### config.mk
export PLATFORM = sky130hd
export DESIGN_NAME = raw_unpacker
export DESIGN_NICKNAME = d
export VERILOG_FILES = /design/src/rtl/mipi_pkg.sv /design/src/rtl/raw10_decode.sv /design/src/rtl/raw_unpacker.sv
export SDC_FILE = /design/constraint.sdc
export NUM_CORES = 1
export LEC_CHECK = 0
export BUFFER_PORTS_ARGS = -buffer_cell sky130_fd_sc_hd__buf_2
export CAP_MARGIN = 40
export CORE_MARGIN = 3
export CORE_UTILIZATION = 40
export CTS_CLUSTER_DIAMETER = 120
export CTS_CLUSTER_SIZE = 20
export DETAILED_ROUTE_END_ITERATION = 12
export GPL_ROUTABILITY_DRIVEN = 1
export GPL_TIMING_DRIVEN = 1
export MAX_ROUTING_LAYER = met4
export PLACE_DENSITY = 0.72
export RECOVER_POWER = 25
export SKIP_LAST_GASP = 1
export SLEW_MARGIN = 25
export SYNTH_ARGS = -nofsm -noshare
export SYNTH_HDL_FRONTEND = slang
export SYNTH_SLANG_ARGS = --single-unit
### constraint.sdc
create_clock -name clk -period 2.6 [get_ports clk]
set_input_delay 0.13 -clock clk [delete_from_list [all_inputs] [get_ports clk]]
set_output_delay 0.13 -clock clk [all_outputs]
set_load 0.02 [all_outputs]
### src/rtl/mipi_pkg.sv
// mipi_pkg: shared CSI-2 data type codes, byte type and accumulator depth
package mipi_pkg;
   localparam logic [5:0] DT_RAW8 = 6'h2A;
   localparam logic [5:0] DT_RAW10 = 6'h2B;
   localparam int ACC_BYTES = 8;
   typedef logic [7:0] byte_t;
endpackage

### src/rtl/raw10_decode.sv
// raw10_decode: unpacks one RAW10 5-byte group into four 10-bit pixels
module raw10_decode (
   input  logic [39:0] bytes,
   output logic [39:0] pix
);
   for (genvar i = 0; i < 4; i++) begin : g_pix
      assign pix[10*i +: 10] = {bytes[8*i +: 8], bytes[32 + 2*i +: 2]};
   end
endmodule

### src/rtl/raw_unpacker.sv
// raw_unpacker: CSI-2 RAW8/RAW10 byte stream to 4-pixel groups; RAW_UNPACKER_LENGTH_CHECK_EN adds line length checking
module raw_unpacker import mipi_pkg::*; #(
   parameter int NUM_LANES = 2,
   parameter int OUT_BITS = 10
) (
   input  logic                    clk,
   input  logic                    reset,
   input  logic [NUM_LANES*8-1:0]  image_data,
   input  logic [5:0]              image_data_type,
   input  logic                    image_data_enable,
   input  logic                    line_start,
`ifdef RAW_UNPACKER_LENGTH_CHECK_EN
   input  logic [15:0]             word_count,
`endif
   output logic [4*OUT_BITS-1:0]   pixel,
   output logic                    pixel_valid,
   output logic                    type_err,
   output logic                    length_err
);
   logic [8*ACC_BYTES-1:0] acc, comb;
   logic [3:0] cnt, base_cnt, comb_cnt, grp;
   logic is8, is10, take, emit;
   logic [39:0] p10;
   logic [4*OUT_BITS-1:0] dec;
   always_comb begin
      is8 = image_data_type == DT_RAW8;
      is10 = image_data_type == DT_RAW10;
      take = image_data_enable && (is8 || is10);
      base_cnt = line_start ? 4'd0 : cnt;
      grp = is10 ? 4'd5 : 4'd4;
      comb = (line_start ? '0 : acc) | (take ? 64'(image_data) << (8*base_cnt) : '0);
      comb_cnt = base_cnt + (take ? 4'(NUM_LANES) : 4'd0);
      emit = (is8 || is10) && comb_cnt >= grp;
   end
   raw10_decode u_dec (.bytes(comb[39:0]), .pix(p10));
   // Left-align each sample in 12 bits, then keep the top OUT_BITS bits.
   for (genvar i = 0; i < 4; i++) begin : g_fmt
      assign dec[OUT_BITS*i +: OUT_BITS] = is10
         ? OUT_BITS'({p10[10*i +: 10], 2'b00} >> (12 - OUT_BITS))
         : OUT_BITS'({comb[8*i +: 8], 4'b0000} >> (12 - OUT_BITS));
   end
   always_ff @(posedge clk) begin
      if (reset) begin
         acc <= '0;
         cnt <= '0;
         pixel <= '0;
         pixel_valid <= 1'b0;
         type_err <= 1'b0;
      end else begin
         pixel_valid <= emit;
         if (emit) pixel <= dec;
         acc <= emit ? comb >> (8*grp) : comb;
         cnt <= emit ? comb_cnt - grp : comb_cnt;
         if (image_data_enable && !(is8 || is10)) type_err <= 1'b1;
      end
   end
`ifdef RAW_UNPACKER_LENGTH_CHECK_EN
   logic [15:0] bytes_seen, wc_q;
   logic [16:0] bsum;
   always_comb bsum = (line_start ? 17'd0 : {1'b0, bytes_seen}) + (image_data_enable ? 17'(NUM_LANES) : 17'd0);
   always_ff @(posedge clk) begin
      if (reset) begin
         bytes_seen <= '0;
         wc_q <= '0;
         length_err <= 1'b0;
      end else begin
         bytes_seen <= bsum[16] ? 16'hFFFF : bsum[15:0];
         if (line_start) wc_q <= word_count;
         if (line_start && bytes_seen != 16'd0 && bytes_seen != wc_q) length_err <= 1'b1;
      end
   end
`else
   assign length_err = 1'b0;
`endif
endmodule

==> results of run 1 <==
power breakdown:
group / total (mW) / switching [mW] / internal [mW]
clock: 1.37 / 0.620 / 0.751
combinational: 0.165 / 0.119 / 0.0463
sequential: 1.69 / 0.000974 / 1.69
total: 3.22 / 0.740 / 2.48
worst paths after layout:
check / start / slack (ps) / endpoint / cells past startpoint
max reg2reg: cnt[0]$_SDFF_PP0_ / 280 / acc[10]$_SDFF_PP0_ / 10
min reg2reg: pixel[39]$_SDFFE_PP0P_ / 460 / pixel[39]$_SDFFE_PP0P_ / 1
max: cnt[0]$_SDFF_PP0_ / 280 / acc[10]$_SDFF_PP0_ / 10
min: image_data_enable / 120 / type_err$_SDFFE_PP0P_ / 3
sequential cells by signal, summed over array words and instances (netlist names):
name / cells
acc: 64
pixel: 40
type_err: 1
cnt: 4
pixel_valid: 1
cell type report:
type                    count  share of cell area (%)
clock buffers               9                    4.10
inverters                   7                   0.478
multi-input cells         326                    43.0
clock inverters             7                    1.30
repair buffers             84                    7.78
flip-flops and latches    110                    40.0
well taps                 143                    3.25
tightest hold or removal path: stages:
cell	delay [ps]
buf_2	150
a21oi_1	80
nor2_1	70
cell usage in the layout (no fill, tap or decap), types with 11 or more instances in the layout:
cell       synthesis  layout
o2bb2ai_1         48      48
a22o_1            23      23
buf_4              5      14
mux2_2            15      15
o22ai_1           18      18
nor3_1            11      11
a21oi_1           36      36
a22oi_1           24      24
clkbuf_1          14      38
buf_2             13      30
nand3b_1          17      17
nor2_1            41      41
dfxtp_1          110     110
cell families after synthesis:
kind of cell	Yosys count	share of synthesized area [%]
AOI/OAI and AO/OA	183	28.9
DFF	110	45.6
other	1	0.0776
buffers and inverters	50	5.54
xor gates and xnor gates	2	0.518
adders and majority gates	4	1.04
and+or+nand+nor	112	13.0
muxes	24	5.36
what timing repair did:
item                       CTS  global route
setup endpoints to repair    0             6
hold buffers                 1             0
gates resized for setup      0             1
hold endpoints to repair     3             0
routing by layer:
metal	share of wire, %	global-route usage (%)	up-vias
li1	-	-	1968
met1	41	26.8	2040
met2	48	32.9	172
met3	7.1	3.66	51
met4	3.8	9.44	0
met5	0	-	-
==> results.json, run 1 <==
{
  "drt_pass1_iterations": 5,
  "synth_area_um2": 4830,
  "ys_ff_latch": 110,
  "synth.most_common_cell": "dfxtp_1",
  "place_ws_ps": 102,
  "syn_inst": 486,
  "max_freq_ghz": 0.431,
  "io_buffers": 67,
  "h-tree-depth": 3,
  "finalHoldViolCount": 0,
  "syn-num-nets": 516,
  "yosys.area.top_type": "dfxtp_1",
  "grt_antenna_before_repair": 0,
  "leakage_nw": 1.88,
  "wl_per_cell_um": 19.8,
  "worstSetupEndpointType": "register",
  "drt_iter0_markers": 316,
  "layout.cells.non_filler": 686,
  "start_util_pct": 41.6,
  "critPathMaxStageDelay_ps": 330,
  "overflow": 0,
  "cts_root_buf": "clkbuf_16",
  "cts_tree": "yes",
  "path_common_cell": "ha_1",
  "die-area_um2": 13400,
  "cp.required_ps": 2860,
  "slew_violations": 0,
  "synth_area_per_cell_um2": 9.94,
  "vias_per_cell": 6.17,
  "hold_class": "in -> reg",
  "ys_seq_area_share_pct": 45.6,
  "fin_skew_ps": 3.89,
  "synthFlopType": "dfxtp_1",
  "cp_top_family": "compound AO/OA/AOI/OAI gates",
  "cts_buffers": 9,
  "ys_top_cells_by_count": "110 x dfxtp_1, 48 x o2bb2ai_1, 41 x nor2_1",
  "ys_async_sr_fraction_pct": 0,
  "synth_edf_count": 0,
  "fp.dieW_um": 116,
  "die_y_um": 116,
  "grt_max_degree": 51,
  "cts_sinks": 110,
  "clockBufferDepth": 2,
  "grtUsageTotal_pct": 21.1,
  "synth_top_area_share_pct": 45.6,
  "drv_cap": 0,
  "nFillCells": 1117,
  "crit_path_max_fanout": 11,
  "place_hpwl_um": 9630,
  "cts_setup_buffers": 0,
  "diodes": 0,
  "power_density_nw_per_um2": 586,
  "tns_ps": 0,
  "cp_num_buf_inv": 3,
  "fin_crit_ps": 2320,
  "num_rows": 39,
  "drt-total-wl_um": 13600,
  "fin_crit_sh_pct": 89.3,
  "setup.worst_path.class": "reg -> reg",
  "max_slew_margin_pct": 50.4,
  "utilization_pct": 47.3,
  "place_area_um2": 5240,
  "drc_errors": 0,
  "core_um2": 11600,
  "regArea_um2": 2200,
  "ys_warn_count": 0,
  "finalPower_mw": 3.22,
  "grt_pass1_wl_um": 21600,
  "final_cell_area_um2": 5500,
  "ant_nets": 0,
  "arrival_ps": 2580,
  "layout-drive-gt1-share_pct": 16.9,
  "ioPinCount": 69,
  "dp_cells": 669,
  "crit_path_cell_trace": "nor2b_2, inv_1, ha_1, ha_1, a21boi_2, o211ai_4, inv_2, buf_4, nand2_2, o221ai_1",
  "vias": 4231,
  "rsz0062_at_grt": "false",
  "run_status": "complete, no violations",
  "cpMaxStageDelayCell": "dfxtp_1",
  "worst_pin_slew_ps": 741,
  "netlist-cell-type-count": 55,
  "whs_ps": 121,
  "setup_viol": 0,
  "grt_pass1_vias": 4098,
  "layout_setup_ws_ps": 279,
  "vdd.ir_drop.worst_v": 0.000304,
  "synthTopCellsByArea": "dfxtp_1 46%, o2bb2ai_1 8.7%, a22o_1 4.2%",
  "start_kind": "register",
  "nets": 568,
  "clkSlewWorstSetupHoldPaths_ps": 70,
  "insertion_delay_ps": 340,
  "multi_input_area_um2": 2370,
  "syn_to_final_growth_pct": 13.8,
  "globalplace.congestion": 0.919
}
(Power assumes the default switching activity.)
==> run 2: changes to the inputs <==
ABC_CLOCK_PERIOD_IN_PS = 2600   (was default)
CORE_MARGIN = 5   (was 3)
TNS_END_PERCENT = 1   (was default)
==> run 2 against run 1 <==
Global-route usage shrank 1.5 points. Routed wire length up 0.94%. Largest power group unchanged. Largest cell class unchanged. Sequential share of layout area is the same. Power decreased by 1.6%. Clock skew increased by 4.0 ps. Non-clock buffer count increased by 1. Die area rose by 7.0%. Worst hold slack lost 24 ps. Design area is the same. Clock-buffer cell count unchanged. Clock power is 4% lower. Sequential cell count unchanged. Critical path type unchanged.
==> results.json, run 2 (synthesis gave the netlist of run 1 again) <==
{
  "drt_iter0_markers": 364,
  "grtUsageTotal_pct": 19.6,
  "fin_crit_ps": 2400,
  "die-area_um2": 14400,
  "layout.cells.non_filler": 691,
  "final_common_cell": "dfxtp_1",
  "finalHoldViolCount": 0,
  "setup_viol": 0,
  "place_ws_ps": 9.14,
  "grt_max_degree": 50,
  "largest_register_ffs": 64,
  "cts_setup_buffers": 0,
  "ioPinCount": 69,
  "ant_nets": 0,
  "drc_errors": 0,
  "drv_cap": 0,
  "setup.worst_path.class": "reg -> reg",
  "cts_tree": "yes",
  "die_y_um": 120,
  "crit_path_max_fanout": 14,
  "layout-drive-gt1-share_pct": 17.1,
  "whs_endpoint": "type_err$_SDFFE_PP0P_",
  "fp.dieW_um": 120,
  "syn_to_final_growth_pct": 13.8,
  "fin_crit_sh_pct": 92.4,
  "regMostFlops": "acc",
  "slew_violations": 0,
  "max_slew_margin_pct": 49.9,
  "io_buffers": 67,
  "r2r_end": "acc[14]$_SDFF_PP0_",
  "whs_path_depth": 3,
  "hp-start": "image_data_enable",
  "cp.required_ps": 2870,
  "wl_per_cell_um": 19.9,
  "hold_class": "in -> reg",
  "cts_buffers": 9,
  "r2r_cells": 9,
  "final_cell_mix": "110 x dfxtp_1, 48 x o2bb2ai_1, 41 x nor2_1",
  "nFillCells": 1121,
  "rsz0062_at_grt": "false",
  "multi_input_area_um2": 2360,
  "r2r_setup_slack_ps": 200,
  "core_um2": 11900,
  "layout_setup_ws_ps": 197,
  "cts_root_buf": "clkbuf_16",
  "place_hpwl_um": 9610,
  "ctsResizeCount": 0,
  "start_kind": "register",
  "leakage_nw": 1.87,
  "cpMaxStageDelayCell": "nand2b_1",
  "arrival_ps": 2670,
  "grt_antenna_before_repair": 0,
  "regArea_um2": 2200,
  "num_rows": 40,
  "vdd.ir_drop.worst_v": 0.000332,
  "dp_cells": 674,
  "clockBufferDepth": 2,
  "worst_pin_slew_ps": 748,
  "start_util_pct": 40.6,
  "grt_pass1_vias": 4061,
  "fin_skew_ps": 7.88,
  "overflow": 0,
  "r2r-start": "cnt[0]$_SDFF_PP0_",
  "reg_top3": "acc (64), pixel (40), cnt (4)",
  "vias": 4207,
  "tns_ps": 0,
  "path_common_cell": "ha_1",
  "drt-total-wl_um": 13700,
  "power_density_nw_per_um2": 577,
  "worstSetupEndpointType": "register",
  "crit_path_cell_trace": "nor2b_2, inv_1, ha_1, ha_1, a21boi_2, o211ai_4, inv_2, nand2b_1, o221ai_1",
  "max_freq_ghz": 0.416,
  "insertion_delay_ps": 350,
  "nets": 569,
  "critPathMaxStageDelay_ps": 370,
  "finalPower_mw": 3.17,
  "clkSlewWorstSetupHoldPaths_ps": 80,
  "grt_pass1_wl_um": 21900,
  "h-tree-depth": 3,
  "diodes": 0,
  "globalplace.congestion": 0.883,
  "cts_sinks": 110,
  "run_status": "complete, no violations",
  "cts_hold_buf": 1,
  "vias_per_cell": 6.09,
  "whs_ps": 96.5,
  "drt_pass1_iterations": 6
}
run 2: changes by cell type in the layout (fill, tap and decap cells not counted), sizes merged:
cell and change:
clkinv -2, bufinv -1, buf +2, clkinvlp +3, clkbuf -1
run 2: through the flow:
stage / area, um2 / util, %
final: 5500 / 46.2
after global routing: 5500 / 46.2
after CTS: 5550 / 46.6
after detailed placement: 5250 / 44.1
after global placement: 5250 / 44.1
after floorplan: 4830 / -
run 2: worst max-delay path, delay by kind of cell (launching register included):
family	cells	cell delay (ps)
flip-flops	1	320
AO/OA/AOI/OAI	3	740
AND/OR/NAND/NOR	2	530
adder cells (fa/ha/maj)	2	470
buffers and inverters	2	250
run 2: layer usage:
metal / global-route usage [%] / wire [um] / vias to the layer above / share of wire, %
li1: - / - / 1959 / -
met1: 24.7 / 5870 / 2034 / 43
met4: 10.5 / 540 / 0 / 3.9
met3: 3.35 / 810 / 36 / 5.9
met5: - / 0 / - / 0
met2: 30.3 / 6510 / 178 / 47
run 2: worst max-delay path by stage:
stage / end / cells past startpoint / startpoint
floorplan: pixel[33]$_SDFFE_PP0P_ / 11 / cnt[1]$_SDFF_PP0_
global placement: pixel[37]$_SDFFE_PP0P_ / 10 / image_data_type[1]
detailed placement: acc[12]$_SDFF_PP0_ / 12 / image_data_type[4]
CTS: acc[14]$_SDFF_PP0_ / 9 / cnt[0]$_SDFF_PP0_
global route: acc[12]$_SDFF_PP0_ / 9 / cnt[0]$_SDFF_PP0_
finish: acc[14]$_SDFF_PP0_ / 9 / cnt[0]$_SDFF_PP0_
run 2: layout make-up:
cell class	count	share of cell area, %
clock inverters	7	1.05
repair buffers	85	7.99
multi-input cells	326	43.0
clock buffers	9	4.10
flip-flops and latches	110	40.0
inverters	7	0.478
well taps	147	3.34
run 2: report_power, final:
part           total (mW)  internal [mW]  switching (mW)
clock network        1.32          0.661           0.660
logic               0.165         0.0469           0.118
registers            1.69           1.69        0.000913
total                3.17           2.39           0.778
==> run 3: changes to the inputs <==
RECOVER_POWER = default   (was 25)
==> run 3 against run 2 <==
Via count fell by 0.71%. Global-route usage did not move. Clock-buffer cell count did not move. Fmax rose by 0.40%. Sequential share of layout area fell by 0.33 points. Routed wire length fell by 0.48%. Power rose by 0.10%. Sequential power barely moved. Clock skew rose by 1.8 ps. Highest routed layer unchanged.
==> results.json, run 3 (synthesis gave the netlist of run 1 again) <==
{
  "whs_ps": 96.4,
  "tns_ps": 0,
  "drt-total-wl_um": 13700,
  "arrival_ps": 2660,
  "vias_per_cell": 6.04,
  "nets": 569,
  "drc_errors": 0,
  "worst_pin_slew_ps": 751,
  "ioPinCount": 69,
  "die_y_um": 120,
  "start_kind": "register",
  "insertion_delay_ps": 350,
  "reg_top3": "acc (64), pixel (40), cnt (4)",
  "fin_skew_ps": 9.66,
  "layout-drive-gt1-share_pct": 23.9,
  "core_um2": 11900,
  "vdd.ir_drop.worst_v": 0.000336,
  "power_density_nw_per_um2": 572,
  "drv_cap": 0,
  "diodes": 0,
  "crit_path_max_fanout": 14,
  "cts_sinks": 110,
  "place_hpwl_um": 9610,
  "cts_buffers": 9,
  "r2r_end": "acc[14]$_SDFF_PP0_",
  "r2r-start": "cnt[0]$_SDFF_PP0_",
  "drt_iter0_markers": 328,
  "clockBufferDepth": 2,
  "fin_crit_ps": 2390,
  "whs_path_depth": 3,
  "die-area_um2": 14400,
  "clkSlewWorstSetupHoldPaths_ps": 80,
  "num_rows": 40,
  "r2r_cells": 9,
  "drt_pass1_iterations": 5,
  "largest_register_ffs": 64,
  "cts_tree": "yes",
  "final_cell_mix": "110 x dfxtp_1, 67 x buf_2, 48 x o2bb2ai_1",
  "start_util_pct": 40.6,
  "setup_viol": 0,
  "worstSetupEndpointType": "register",
  "cts_root_buf": "clkbuf_16",
  "cp.required_ps": 2870,
  "whs_endpoint": "type_err$_SDFFE_PP0P_",
  "hp-start": "image_data_enable",
  "syn_to_final_growth_pct": 14.8,
  "grt_pass1_wl_um": 21900,
  "fp.dieW_um": 120,
  "regArea_um2": 2200,
  "overflow": 0,
  "grtUsageTotal_pct": 19.6,
  "ctsResizeCount": 0,
  "grt_pass1_vias": 4061,
  "leakage_nw": 2.03,
  "grt_max_degree": 50,
  "fin_crit_sh_pct": 92.0,
  "grt_antenna_before_repair": 0,
  "multi_input_area_um2": 2360,
  "vias": 4177,
  "h-tree-depth": 3,
  "nFillCells": 1115,
  "max_slew_margin_pct": 49.7,
  "slew_violations": 0,
  "r2r_setup_slack_ps": 210,
  "final_common_cell": "dfxtp_1",
  "io_buffers": 67,
  "hold_class": "in -> reg",
  "max_freq_ghz": 0.418,
  "regMostFlops": "acc",
  "ant_nets": 0,
  "setup.worst_path.class": "reg -> reg",
  "rsz0062_at_grt": "false",
  "globalplace.congestion": 0.883,
  "run_status": "complete, no violations",
  "finalHoldViolCount": 0,
  "wl_per_cell_um": 19.8
}
[run 3: metal layers]
| layer | GRT usage, % | up-vias | share of wire, % |
|---|---|---|---|
| li1 | - | 1958 | - |
| met1 | 24.7 | 2021 | 42 |
| met2 | 30.3 | 164 | 47 |
| met3 | 3.35 | 34 | 6.3 |
| met4 | 10.5 | 0 | 4.0 |
| met5 | - | - | 0 |
[run 3: timing repair]
action | 4_1_cts | 5_1_grt
buffers inserted | 0 | 0
hold buffers | 1 | 0
hold endpoints to repair | 3 | 0
[run 3: stage by stage]
stage	cell area [um2]	util [%]	worst slack (ps)	total power, mW	instances
detailed placement	5250	44.1	9.14	1.89	674
global route	5550	46.6	34.5	3.26	691
CTS	5550	46.6	212	3.19	691
floorplan	4830	-	59.1	1.82	486
finish	5550	46.6	207	3.17	691
global placement	5250	44.1	173	1.88	674
[run 3: worst max path at each step]
stage	start	endpoint	slack, ps	depth (start not counted)
2_1_floorplan	cnt[1]$_SDFF_PP0_	pixel[33]$_SDFFE_PP0P_	60	11
3_3_place_gp	image_data_type[1]	pixel[37]$_SDFFE_PP0P_	170	10
3_5_place_dp	image_data_type[4]	acc[12]$_SDFF_PP0_	9	12
4_1_cts	cnt[0]$_SDFF_PP0_	acc[14]$_SDFF_PP0_	210	9
5_1_grt	cnt[0]$_SDFF_PP0_	acc[12]$_SDFF_PP0_	30	9
6_report	cnt[0]$_SDFF_PP0_	acc[14]$_SDFF_PP0_	210	9
[run 3: final cells by class]
class | count | area share [%]
clock buffer | 9 | 4.06
clock inverter | 7 | 1.04
inverter | 7 | 0.474
multi-input combinational | 326 | 42.6
sequential | 110 | 39.7
tap | 147 | 3.32
timing repair buffer | 85 | 8.75
[run 3: power breakdown]
group / total, mW / internal (mW) / leakage (nW) / switching (mW)
registers: 1.69 / 1.69 / 0.886 / 0.000867
clock network: 1.32 / 0.661 / 0.129 / 0.663
logic: 0.165 / 0.0472 / 1.02 / 0.118
total: 3.17 / 2.39 / 2.03 / 0.781
[run 3: critical path, stage by stage (launching register included)]
cell	delay (ps)
dfxtp_1	320
nor2b_2	160
inv_1	110
ha_1	230
ha_1	240
a21boi_2	280
o211ai_4	140
inv_2	140
nand2b_1	360
o221ai_1	320
